$ cat config.mk
export PLATFORM = sky130hd
export DESIGN_NAME = ram_burst_ctrl
export DESIGN_NICKNAME = d
export VERILOG_FILES = /design/src/rtl/ram_ctrl_pkg.sv /design/src/rtl/ram_burst_counter.sv /design/src/rtl/ram_burst_ctrl.sv
export SDC_FILE = /design/constraint.sdc
export NUM_CORES = 1
export LEC_CHECK = 0
export ABC_CLOCK_PERIOD_IN_PS = 4700
export BUFFER_PORTS_ARGS = -buffer_cell sky130_fd_sc_hd__buf_2
export CORE_MARGIN = 1.5
export CORE_UTILIZATION = 40
export DETAILED_ROUTE_END_ITERATION = 8
export PLACE_DENSITY = 0.74
export SLEW_MARGIN = 10
export SYNTH_ARGS = -nofsm -noshare
export SYNTH_HDL_FRONTEND = slang
export SYNTH_SLANG_ARGS = --single-unit
export TNS_END_PERCENT = 10
$ cat constraint.sdc
create_clock -name clk -period 4.7 [get_ports clk]
set_input_delay 0.47 -clock clk [delete_from_list [all_inputs] [get_ports clk]]
set_output_delay 0.47 -clock clk [all_outputs]
set_load 0.01 [all_outputs]
$ cat src/rtl/ram_ctrl_pkg.sv
// Shared definitions for the burst RAM controller: state encoding and default sizes.
package ram_ctrl_pkg;

  localparam int DEF_DATA_WIDTH = 8;
  localparam int DEF_RAM_DEPTH  = 16;

  typedef enum logic [2:0] {
    ST_IDLE    = 3'd0,
    ST_WR      = 3'd1,
    ST_WR_END  = 3'd2,
    ST_RD_WAIT = 3'd3,
    ST_RD_RESP = 3'd4
  } state_t;

endpackage

$ cat src/rtl/ram_burst_counter.sv
// Burst address/beat tracker: loadable word address that wraps modulo RAM_Depth,
// beat counter against the latched length, and a flag marking the final beat.
module ram_burst_counter
  import ram_ctrl_pkg::*;
#(
  parameter  int RAM_Depth = DEF_RAM_DEPTH,
  localparam int AW        = $clog2(RAM_Depth)
) (
  input  logic          clk,
  input  logic          rst,
  input  logic          load,
  input  logic [AW-1:0] load_addr,
  input  logic [AW-1:0] load_len,
  input  logic          adv,
  output logic [AW-1:0] addr,
  output logic [AW-1:0] addr_nxt,
  output logic          last
);

  logic [AW-1:0] len_q;
  logic [AW-1:0] beat_q;

  // Wrap explicitly so non-power-of-two depths also return to word 0.
  assign addr_nxt = (addr == AW'(RAM_Depth - 1)) ? '0 : addr + AW'(1);
  assign last     = (beat_q == len_q);

  // Address, length and beat registers; load wins over advance.
  always_ff @(posedge clk) begin
    if (rst) begin
      addr   <= '0;
      len_q  <= '0;
      beat_q <= '0;
    end else if (load) begin
      addr   <= load_addr;
      len_q  <= load_len;
      beat_q <= '0;
    end else if (adv) begin
      addr   <= addr_nxt;
      beat_q <= beat_q + AW'(1);
    end
  end

endmodule

$ cat src/rtl/ram_burst_ctrl.sv
// Burst command front-end for a registered-read single-port RAM. Write bursts
// stream one beat per cycle; read bursts issue one strobe and return one beat
// every two cycles because the RAM output is registered.
module ram_burst_ctrl
  import ram_ctrl_pkg::*;
#(
  parameter  int Data_Width = DEF_DATA_WIDTH,
  parameter  int RAM_Depth  = DEF_RAM_DEPTH,
  localparam int AW         = $clog2(RAM_Depth)
) (
  input  logic                  clk,
  input  logic                  rst,
  input  logic                  cmd_valid,
  output logic                  cmd_ready,
  input  logic                  cmd_write,
  input  logic [AW-1:0]         cmd_addr,
  input  logic [AW-1:0]         cmd_len,
  input  logic                  wdata_valid,
  output logic                  wdata_ready,
  input  logic [Data_Width-1:0] wdata,
  output logic                  rdata_valid,
  input  logic                  rdata_ready,
  output logic [Data_Width-1:0] rdata,
  output logic                  mem_cs,
  output logic                  mem_oe,
  output logic                  mem_wr_en,
  output logic [AW-1:0]         mem_addr,
  output logic [Data_Width-1:0] mem_wdata,
  input  logic [Data_Width-1:0] mem_rdata,
  output logic                  busy
);

  state_t state, state_nxt;

  logic                  cnt_load, cnt_adv, cnt_last;
  logic [AW-1:0]         cnt_addr, cnt_addr_nxt;
  logic                  cs_nxt, oe_nxt, wr_nxt;
  logic [AW-1:0]         addr_nxt;
  logic [Data_Width-1:0] wdata_nxt;

  ram_burst_counter #(
    .RAM_Depth (RAM_Depth)
  ) u_counter (
    .clk       (clk),
    .rst       (rst),
    .load      (cnt_load),
    .load_addr (cmd_addr),
    .load_len  (cmd_len),
    .adv       (cnt_adv),
    .addr      (cnt_addr),
    .addr_nxt  (cnt_addr_nxt),
    .last      (cnt_last)
  );

  // Handshake signals are pure state decodes so they drop the cycle the state leaves.
  assign cmd_ready   = (state == ST_IDLE);
  assign wdata_ready = (state == ST_WR);
  assign rdata_valid = (state == ST_RD_RESP);
  assign rdata       = rdata_valid ? mem_rdata : '0;
  assign busy        = (state != ST_IDLE);

  // Next-state and strobe decode; strobes default low so every pulse is one cycle.
  always_comb begin
    state_nxt = state;
    cs_nxt    = 1'b0;
    oe_nxt    = 1'b0;
    wr_nxt    = 1'b0;
    addr_nxt  = mem_addr;
    wdata_nxt = mem_wdata;
    cnt_load  = 1'b0;
    cnt_adv   = 1'b0;
    case (state)
      ST_IDLE: begin
        if (cmd_valid) begin
          cnt_load = 1'b1;
          if (cmd_write) begin
            state_nxt = ST_WR;
          end else begin
            cs_nxt    = 1'b1;
            oe_nxt    = 1'b1;
            addr_nxt  = cmd_addr;
            state_nxt = ST_RD_WAIT;
          end
        end
      end
      ST_WR: begin
        if (wdata_valid) begin
          cs_nxt    = 1'b1;
          wr_nxt    = 1'b1;
          addr_nxt  = cnt_addr;
          wdata_nxt = wdata;
          cnt_adv   = 1'b1;
          if (cnt_last) state_nxt = ST_WR_END;
        end
      end
      // Lets the RAM sample the final write strobe before a new command can start.
      ST_WR_END:  state_nxt = ST_IDLE;
      ST_RD_WAIT: state_nxt = ST_RD_RESP;
      ST_RD_RESP: begin
        if (rdata_ready) begin
          if (cnt_last) begin
            state_nxt = ST_IDLE;
          end else begin
            cs_nxt    = 1'b1;
            oe_nxt    = 1'b1;
            addr_nxt  = cnt_addr_nxt;
            cnt_adv   = 1'b1;
            state_nxt = ST_RD_WAIT;
          end
        end
      end
      default: state_nxt = ST_IDLE;
    endcase
  end

  // State and registered RAM-side outputs; reset clears everything so no strobe follows it.
  always_ff @(posedge clk) begin
    if (rst) begin
      state     <= ST_IDLE;
      mem_cs    <= 1'b0;
      mem_oe    <= 1'b0;
      mem_wr_en <= 1'b0;
      mem_addr  <= '0;
      mem_wdata <= '0;
    end else begin
      state     <= state_nxt;
      mem_cs    <= cs_nxt;
      mem_oe    <= oe_nxt;
      mem_wr_en <= wr_nxt;
      mem_addr  <= addr_nxt;
      mem_wdata <= wdata_nxt;
    end
  end

endmodule

==> results.json, run 1 <==
{
  "worstSetupEndpointType": "flip-flop",
  "yosysMostFrequentCell": "dfxtp_1",
  "crit_start": "state[1]$_SDFFE_PP0P_",
  "hpwl_um": 2905,
  "synth.area.top_cells": "dfxtp_1 37%, a21oi_1 6.7%, nand2_1 6.6%",
  "vdd_drop_max_v": 0.0002906,
  "die_area_sq_um": 4494,
  "finalSetupViolCount": 0,
  "synth_edf_count": 0,
  "hp-class": "input port to flip-flop",
  "root_buffer": "clkbuf_8",
  "net-switching-power_w": 0.0004329,
  "postCtsHoldBufs": 0,
  "ant_nets": 0,
  "drive_above_1_share": 0.3254,
  "synthArstFlopShare": 0,
  "seq_area_frac_synth": 0.3661,
  "dpl_cell_area_sq_um": 1956,
  "grt_max_degree": 27,
  "placedCellCount": 294,
  "dieWidth_um": 67.04,
  "power.share.switching": 0.3989,
  "grt_pass1_wl_um": 6561,
  "wirelength_um": 4034,
  "drt_iter0_drc": 58,
  "wl_per_cell_um": 13.36,
  "drc": 0,
  "ys.flop_type": "dfxtp_1",
  "stdcell_count": 302,
  "io_pins": 57,
  "place.gp.congestion": 0.7997,
  "status": "completed",
  "vias": 1563,
  "whs_ns": 0.4216,
  "worst_pin_slew_ns": 0.5938,
  "rsz0062_at_grt": "false",
  "pwr-share-seq": 0.350,
  "fin_skew_ns": 0.006180,
  "post_cts_buffers": 0,
  "final_area_sq_um": 2066,
  "hold_viol": 0,
  "clock_latency_ns": 0.29,
  "hp-start": "wdata[4]",
  "p_int_w": 0.0006522,
  "finish.utilization": 0.5202,
  "p_per_area_nw_per_um2": 525.3,
  "yosysTopAreaCell": "dfxtp_1",
  "diodes": 0,
  "yosysTopAreaCellShare": 0.3661,
  "max_freq_mhz": 479.7,
  "finalCritPeriodShare": 0.4435,
  "cts.clk_slew.worst_paths_ns": 0.07,
  "report.final.slew_viol_count": 0,
  "leakage_nw": 0.9479,
  "grt.overflow.total": 0,
  "fin_tns_setup_ns": 0,
  "ctsResizeCount": 0,
  "core_sq_um": 3971,
  "die_height_um": 67.04,
  "cts_tree": "yes",
  "synth.distinct_cells": 49,
  "cts.sinks": 30,
  "synth_common_cells": "30 x dfxtp_1, 29 x nand2_1, 22 x a21oi_1, 13 x nor2_1, 10 x o21ai_0",
  "combPwrFrac": 0.423,
  "arrival_ns": 2.31,
  "via_per_inst": 5.175,
  "required_ns": 4.92,
  "min_period_ns": 2.084,
  "rows": 23,
  "cts_max_level": 2,
  "path_class": "flip-flop to flip-flop",
  "port_buffers": 56,
  "synth_area_sq_um": 1640,
  "nNetsFinal": 283,
  "regToRegStartpoint": "state[1]$_SDFFE_PP0P_",
  "syn_to_final_growth_pct": 25.93,
  "grt_pass1_vias": 1419,
  "antenna_found_initial": 0,
  "syn_nets": 228,
  "cp-start-kind": "flip-flop",
  "firstDrtPassIters": 4,
  "track_usage": 0.1944,
  "start_util": 0.4130,
  "netlist_instances": 196,
  "cap_viol_max_count": 0,
  "clkPwrFrac": 0.227,
  "ys_warn_count": 0,
  "relSlewSlack": 0.6036,
  "syn_avg_cell_area_sq_um": 8.369,
  "clock_path_buffers": 2,
  "numCtsBuffers": 5,
  "synth_seq_cells": 30,
  "path_max_fanout": 15
}
logic make-up (layout without fill, tap and decap cells):
family,Yosys count,after routing,share of synthesized area
AOI/OAI and AO/OA,58,58,0.2708
xor gates and xnor gates,6,6,0.04348
adders and majority gates,2,2,0.01525
buffers and inverters,19,75,0.04424
DFF,30,30,0.3661
muxes,4,4,0.02517
and+or+nand+nor,77,77,0.2349
through the flow:
step / setup slack (ns) / total power, W
after floorplan: 3.032 / 0.0007043
after global placement: 2.719 / 0.0008356
after detailed placement: 2.653 / 0.0008406
after CTS: 2.637 / 0.001088
after global routing: 2.444 / 0.001162
final: 2.616 / 0.001085
state kept, by name, indices dropped and copies added (netlist names):
signal and flops:
u_counter.len_q 4, u_counter.addr 4, mem_wr_en 1, mem_cs 1, mem_addr 4, u_counter.beat_q 4
mem_oe 1, state 3, mem_wdata 8
area by class of cell:
| cell class | count | area, sq um |
|---|---|---|
| clock buffers | 8 | 110.1 |
| fillers | 387 | 1906 |
| inverters | 10 | 37.54 |
| multi-input cells | 147 | 967.2 |
| flip-flops and latches | 30 | 600.6 |
| well taps | 50 | 62.56 |
| repair buffers | 57 | 287.8 |
path summary, 6_finish.rpt:
| path | slack (ns) | endpoint | depth (start not counted) |
|---|---|---|---|
| worst max register to register | 2.62 | u_counter.beat_q[3]$_SDFFE_PP0P_ | 5 |
| worst min-delay path | 0.42 | mem_wdata[4]$_SDFFE_PP0P_ | 3 |
| worst max-delay path | 2.62 | u_counter.beat_q[3]$_SDFFE_PP0P_ | 5 |
| worst min register to register | 0.45 | mem_wdata[7]$_SDFFE_PP0P_ | 2 |
per-layer routing:
metal | track usage | up-vias | wire, um
met3 | 0.06588 | 9 | 276
met2 | 0.3020 | 54 | 1884
li1 | - | 800 | -
met1 | 0.2412 | 700 | 1805
met5 | 0 | - | 0
met4 | 0.08673 | 0 | 68
cells in the final DEF, fill, tap and decap left out, types with 2 or more instances in the layout:
cell type  count
a2111oi_2      2
a211oi_1       3
a21oi_1       22
a31o_2         2
and2_1         9
and3_1         2
buf_2         56
clkbuf_8       8
dfxtp_1       30
ha_1           2
inv_1          9
mux2i_1        3
nand2_1       29
nand2b_1       2
nand3_1        4
nor2_1        13
nor2b_1        2
nor3_1         2
nor3b_1        2
nor4_1         3
o211a_1        2
o211ai_1       2
o21ai_0       10
o221ai_1       2
or3_1          4
xor2_1         4
power groups by stage:
stage	Clock, W	Combinational [W]	Sequential [W]
detailed placement	0	0.000457	0.000384
global placement	0	0.000453	0.000382
global route	0.000261	0.000511	0.000390
finish	0.000246	0.000459	0.000380
floorplan	0	0.000338	0.000367
CTS	0.000250	0.000460	0.000379
worst max-delay path, cell delays in order (launching register included):
cell,delay (ns)
dfxtp_1,0.49
nor2_2,0.30
nand3_1,0.41
o21a_2,0.33
or3_1,0.35
a21oi_1,0.14
Note: power is estimated with default switching activity, not from simulation.
==> run 2, diff against run 1 <==
- ABC_CLOCK_PERIOD_IN_PS: 4700 -> 1900
- PLACE_DENSITY: 0.74 -> 0.77
- clock period: 4.7 -> 1.9 ns (I/O delays scaled with it)
==> run 2 against run 1 <==
Final area grew 2.5%. Routed wire length is 2.0% lower. Global-route usage increased by 0.098 points. Sequential cell count did not move. Combinational power grew to 2.7 times the previous value. Die area stayed put. Via count up 4.7%. Setup slack got worse by 2.5 ns. Clock-buffer cell count fell by 2. Clock skew grew 0.0046 ns. Highest routed layer unchanged.
==> results.json, run 2 (same netlist as run 1, synthesis figures left out) <==
{
  "stdcell_count": 309,
  "net-switching-power_w": 0.001084,
  "worstSetupEndpointType": "flip-flop",
  "post_cts_buffers": 0,
  "clkPwrFrac": 0.205,
  "p_int_w": 0.001592,
  "drc": 0,
  "numCtsBuffers": 5,
  "clock_path_buffers": 2,
  "track_usage": 0.1954,
  "nNetsFinal": 290,
  "multiInputGateArea_sq_um": 982.2,
  "worst-path-buf-inv": 0,
  "fill_cells": 388,
  "syn_to_final_growth_pct": 29.14,
  "path_max_fanout": 7,
  "hpwl_um": 2971,
  "min_to": "u_counter.len_q[2]$_SDFFE_PP0P_",
  "cts_max_level": 2,
  "antenna_found_initial": 0,
  "cts.clk_slew.worst_paths_ns": 0.07,
  "grt_pass1_vias": 1431,
  "r2r_slack_ns": 0.12,
  "cp-start-kind": "flip-flop",
  "regMostFlops": "mem_wdata",
  "wirelength_um": 3952,
  "combPwrFrac": 0.463,
  "holdPathStages": 3,
  "ff2ff_path_depth": 5,
  "pwr-share-seq": 0.331,
  "grt_pass1_wl_um": 6541,
  "p_per_area_nw_per_um2": 1263,
  "drive_above_1_share": 0.3514,
  "rows": 23,
  "vias": 1637,
  "max_stage_delay_ns": 0.46,
  "hp-start": "cmd_len[2]",
  "firstDrtPassIters": 4,
  "status": "completed",
  "relSlewSlack": 0.6519,
  "finalCritPeriodShare": 0.9379,
  "required_ns": 2.06,
  "power.share.switching": 0.4051,
  "hp-class": "input port to flip-flop",
  "path_cells": "xor2_1, o41ai_2, a221oi_4, mux2i_1, nor2_1",
  "ant_nets": 0,
  "crit_cells": 5,
  "final_cell_mix": "56 x buf_2, 30 x dfxtp_1, 29 x nand2_1",
  "ff_latch_area_sq_um": 600.6,
  "leakage_nw": 0.9723,
  "root_buffer": "clkbuf_8",
  "fin_skew_ns": 0.01082,
  "place.gp.congestion": 0.8003,
  "finalSetupViolCount": 0,
  "min_period_ns": 1.782,
  "diodes": 0,
  "vdd_drop_max_v": 0.0007056,
  "drt_iter0_drc": 56,
  "placedCellCount": 301,
  "layout.cells.most_common": "buf_2",
  "core_sq_um": 3971,
  "dieWidth_um": 67.04,
  "port_buffers": 56,
  "largest_reg_flops": 8,
  "rsz0062_at_grt": "false",
  "grt_max_degree": 27,
  "arrival_ns": 1.94,
  "critical-path-top-delay-family": "compound AO/OA/AOI/OAI gates",
  "start_util": 0.4130,
  "wl_per_cell_um": 12.79,
  "fin_tns_setup_ns": 0,
  "worst_pin_slew_ns": 0.5222,
  "regToRegStartpoint": "u_counter.beat_q[3]$_SDFFE_PP0P_",
  "cts_tree": "yes",
  "cap_viol_max_count": 0,
  "grt.overflow.total": 0,
  "postCtsHoldBufs": 0,
  "timing.rr.end": "mem_addr[1]$_SDFFE_PP0P_",
  "die_area_sq_um": 4494,
  "finish.utilization": 0.5334,
  "cts.sinks": 30,
  "die_height_um": 67.04,
  "clock_latency_ns": 0.30,
  "hold_viol": 0,
  "max_freq_mhz": 561.2,
  "path_class": "flip-flop to flip-flop",
  "io_pins": 57,
  "via_per_inst": 5.298,
  "report.final.slew_viol_count": 0,
  "finalPower_w": 0.002676,
  "crit_start": "u_counter.beat_q[3]$_SDFFE_PP0P_",
  "slowest_stage": "a221oi_4"
}
## run 2: cell types whose count changed in the layout (fill, tap and decap cells not counted), sizes merged
| cell | change |
|---|---|
| buf | +7 |
| clkbuf | -2 |
| clkinv | +1 |
| clkinvlp | +1 |
## run 2: worst max-delay path by stage
stage	to
after floorplan	u_counter.addr[2]$_SDFFE_PP0P_
after global placement	state[0]$_SDFFE_PP0P_
after detailed placement	mem_addr[0]$_SDFFE_PP0P_
after CTS	mem_addr[0]$_SDFFE_PP0P_
after global routing	mem_addr[3]$_SDFFE_PP0P_
final	mem_addr[1]$_SDFFE_PP0P_
## run 2: area by class of cell
class | count | share of cell area
clock buffer | 6 | 0.03898
timing repair buffer | 64 | 0.1607
tap | 50 | 0.02953
sequential | 30 | 0.2835
multi-input combinational | 147 | 0.4637
clock inverter | 2 | 0.005907
inverter | 10 | 0.01772
## run 2: power groups by stage
stage | clock (W) | combinational (W) | sequential (W)
final | 0.000550 | 0.00124 | 0.000886
after global routing | 0.000582 | 0.00139 | 0.000908
after CTS | 0.000562 | 0.00124 | 0.000882
after detailed placement | 0 | 0.00124 | 0.000896
after global placement | 0 | 0.00122 | 0.000893
after floorplan | 0 | 0.000836 | 0.000907
## run 2: metal layers
layer	vias to the layer above	track usage	wire [um]
met2	63	0.3193	1849
met5	-	0	0
met4	0	0.06888	58
met3	6	0.06250	325
met1	757	0.2391	1719
li1	811	-	-
## run 2: metrics by stage
| step | setup slack [ns] | instance area, sq um | hold WS [ns] |
|---|---|---|---|
| 6_report | 0.1180 | 2118 | 0.1304 |
| 3_3_place_gp | 0.1619 | 2008 | 0.4318 |
| 4_1_cts | 0.1029 | 2103 | 0.1258 |
| 3_5_place_dp | 0.1146 | 2008 | 0.4370 |
| 2_1_floorplan | 0.2319 | 1640 | 0.3260 |
| 5_1_grt | 0.002246 | 2118 | 0.1361 |
## run 2: worst reg2reg max path, cell delays in order (launching register included)
cell and delay (ns):
dfxtp_1 0.37, xor2_1 0.36, o41ai_2 0.18, a221oi_4 0.46, mux2i_1 0.23, nor2_1 0.05
## run 2: what timing repair did
item,in CTS,in global routing
setup endpoints to repair,0,1
resized for setup,0,2
hold endpoints to repair,0,0
==> run 3, diff against run 2 <==
- SYNTH_HIERARCHICAL: not set -> 1
==> run 3 against run 2 <==
The flow now finishes with violations (negative setup slack). Utilization rose by 1.6 points. Register-to-register slack lost 0.13 ns. Global-route usage shrank 2.3 points. Non-clock buffer count rose by 3. Total power down 38%. Sequential share of layout area is 0.81 points higher. Sequential power decreased by 19%. Largest power group is now registers.
==> results.json, run 3 <==
{
  "status": "complete, but fails checks",
  "violations": "negative setup slack",
  "required_ns": 2.05,
  "hpwl_um": 2694,
  "cp-start-kind": "flip-flop",
  "setup_ws_ns": -0.01561,
  "finalSetupViolCount": 1,
  "wl_per_cell_um": 11.95,
  "fin_skew_ns": 0.005832,
  "leakage_nw": 0.9631,
  "multiInputGateArea_sq_um": 915.9,
  "path_max_fanout": 4,
  "min_period_ns": 1.916,
  "fill_cells": 359,
  "start_util": 0.4280,
  "layout.cells.most_common": "buf_2",
  "die_area_sq_um": 4425,
  "synth_seq_cells": 30,
  "finish.utilization": 0.5494,
  "p_per_area_nw_per_um2": 795.0,
  "clock_latency_ns": 0.29,
  "nNetsFinal": 281,
  "post_cts_buffers": 0,
  "ys_warn_count": 6,
  "relSlewSlack": 0.6008,
  "firstDrtPassIters": 4,
  "drc": 0,
  "dieWidth_um": 66.52,
  "path_class": "flip-flop to flip-flop",
  "synth.distinct_cells": 44,
  "net-switching-power_w": 0.0004911,
  "cts.sinks": 30,
  "report.final.slew_viol_count": 0,
  "final_cell_mix": "56 x buf_2, 27 x dfxtp_1, 23 x nand2_1",
  "cts_max_level": 2,
  "root_buffer": "clkbuf_8",
  "ff_latch_area_sq_um": 604.3,
  "grt_pass1_vias": 1297,
  "regMostFlops": "mem_wdata",
  "grt_pass1_wl_um": 5754,
  "path_cells": "xor2_1, nor4_2, nand2b_4, nor3_4, or2_4, mux2_1, mux2i_1, nor2_1",
  "regToRegStartpoint": "u_counter/beat_q[3]$_SDFFE_PP0P_",
  "numCtsBuffers": 5,
  "rsz0062_at_grt": "true",
  "p_int_w": 0.001156,
  "synth_common_cells": "30 x dfxtp_1, 23 x nand2_1, 19 x a21oi_1, 19 x nor2_1",
  "synth.area.top_cells": "dfxtp_1 37%, a21oi_1 5.9%, nand2_1 5.3%",
  "drt_iter0_drc": 75,
  "hp-class": "input port to flip-flop",
  "wirelength_um": 3560,
  "max_freq_mhz": 522.0,
  "diodes": 0,
  "vdd_drop_max_v": 0.0005071,
  "syn_avg_cell_area_sq_um": 8.631,
  "slowest_stage": "dfxtp_2",
  "clock_path_buffers": 2,
  "pwr-share-seq": 0.436,
  "combPwrFrac": 0.242,
  "synthArstFlopShare": 0,
  "rows": 22,
  "ys.flop_type": "dfxtp_1",
  "synth_area_sq_um": 1614,
  "grt.overflow.total": 0,
  "finalCritPeriodShare": 1.008,
  "core_sq_um": 3771,
  "hold_viol": 0,
  "crit_start": "u_counter/beat_q[3]$_SDFFE_PP0P_",
  "finalPower_w": 0.001647,
  "grt_max_degree": 31,
  "seq_area_frac_synth": 0.3721,
  "max_stage_delay_ns": 0.33,
  "place.gp.congestion": 0.8319,
  "worstSetupEndpointType": "flip-flop",
  "syn_to_final_growth_pct": 28.37,
  "yosysMostFrequentCell": "dfxtp_1",
  "via_per_inst": 5.044,
  "arrival_ns": 2.07,
  "clkPwrFrac": 0.322,
  "power.share.switching": 0.2982,
  "port_buffers": 56,
  "antenna_found_initial": 0,
  "hp-start": "wdata[7]",
  "worst_pin_slew_ns": 0.5987,
  "ant_nets": 0,
  "die_height_um": 66.52,
  "cap_viol_max_count": 0,
  "io_pins": 57,
  "netlist_instances": 187,
  "yosysTopAreaCellShare": 0.3721,
  "cts.clk_slew.worst_paths_ns": 0.06,
  "postCtsHoldBufs": 0,
  "yosysTopAreaCell": "dfxtp_1",
  "largest_reg_flops": 8,
  "synth_edf_count": 0,
  "track_usage": 0.1722,
  "drive_above_1_share": 0.3880,
  "stdcell_count": 298,
  "syn_nets": 219,
  "cts_tree": "yes",
  "placedCellCount": 290,
  "vias": 1503,
  "dp_slack_ns": -0.04862
}
run 3: kinds of logic after synthesis:
kind of cell	share of synthesized area
multiplexers	0.04419
flip-flops	0.3721
adder cells (fa/ha/maj)	0.01550
XOR/XNOR	0.04884
buffers and inverters	0.07209
AND/OR/NAND/NOR	0.2527
AO/OA/AOI/OAI	0.1946
run 3: timing repair:
action | CTS | global route
setup endpoints to repair | 4 | 13
resized for setup | 2 | 4
pin swaps | 2 | 2
run 3: area by class of cell:
cell class,count,share of cell area
timing repair buffer,67,0.1769
inverter,8,0.01449
multi-input combinational,137,0.4420
clock buffer,6,0.03986
clock inverter,2,0.006039
tap,48,0.02899
sequential,30,0.2917
run 3: final timing paths:
check | end | slack [ns] | depth (start not counted)
setup / recovery | u_counter/addr[1]$_SDFFE_PP0P_ | -0.02 | 8
hold / removal | mem_wdata[7]$_SDFFE_PP0P_ | 0.14 | 3
setup reg to reg | u_counter/addr[1]$_SDFFE_PP0P_ | -0.02 | 8
hold reg to reg | mem_wdata[7]$_SDFFE_PP0P_ | 0.45 | 2
run 3: power by group through the flow:
stage,registers (W),logic (W),clock network (W)
floorplan,0.000731,0.000276,0
CTS,0.000718,0.000401,0.000543
global placement,0.000730,0.000391,0
global route,0.000725,0.000440,0.000584
finish,0.000718,0.000399,0.000530
detailed placement,0.000731,0.000397,0
run 3: layer usage:
| metal | vias to the layer above | wire, um | global-route usage | part of all wire |
|---|---|---|---|---|
| met1 | 672 | 1585 | 0.2123 | 0.45 |
| met4 | 0 | 59 | 0.07143 | 0.017 |
| met3 | 6 | 266 | 0.05405 | 0.075 |
| li1 | 775 | - | - | - |
| met2 | 50 | 1648 | 0.2763 | 0.46 |
| met5 | - | 0 | 0 | 0 |
run 3: critical path: cells and delay by family, from the launching register on:
family	cells	cell delay, ns
and+or+nand+nor	5	0.85
muxes	2	0.44
DFF	1	0.33
xor gates and xnor gates	1	0.16
run 3: stage by stage:
stage | setup TNS, ns | area, sq um | hold slack, ns
6_report | -0.01561 | 2072 | 0.1355
4_1_cts | -0.05943 | 2064 | 0.1288
2_1_floorplan | -0.1184 | 1629 | 0.2562
3_3_place_gp | 0 | 1966 | 0.4261
5_1_grt | -0.2053 | 2072 | 0.1357
3_5_place_dp | -0.1027 | 1966 | 0.4360
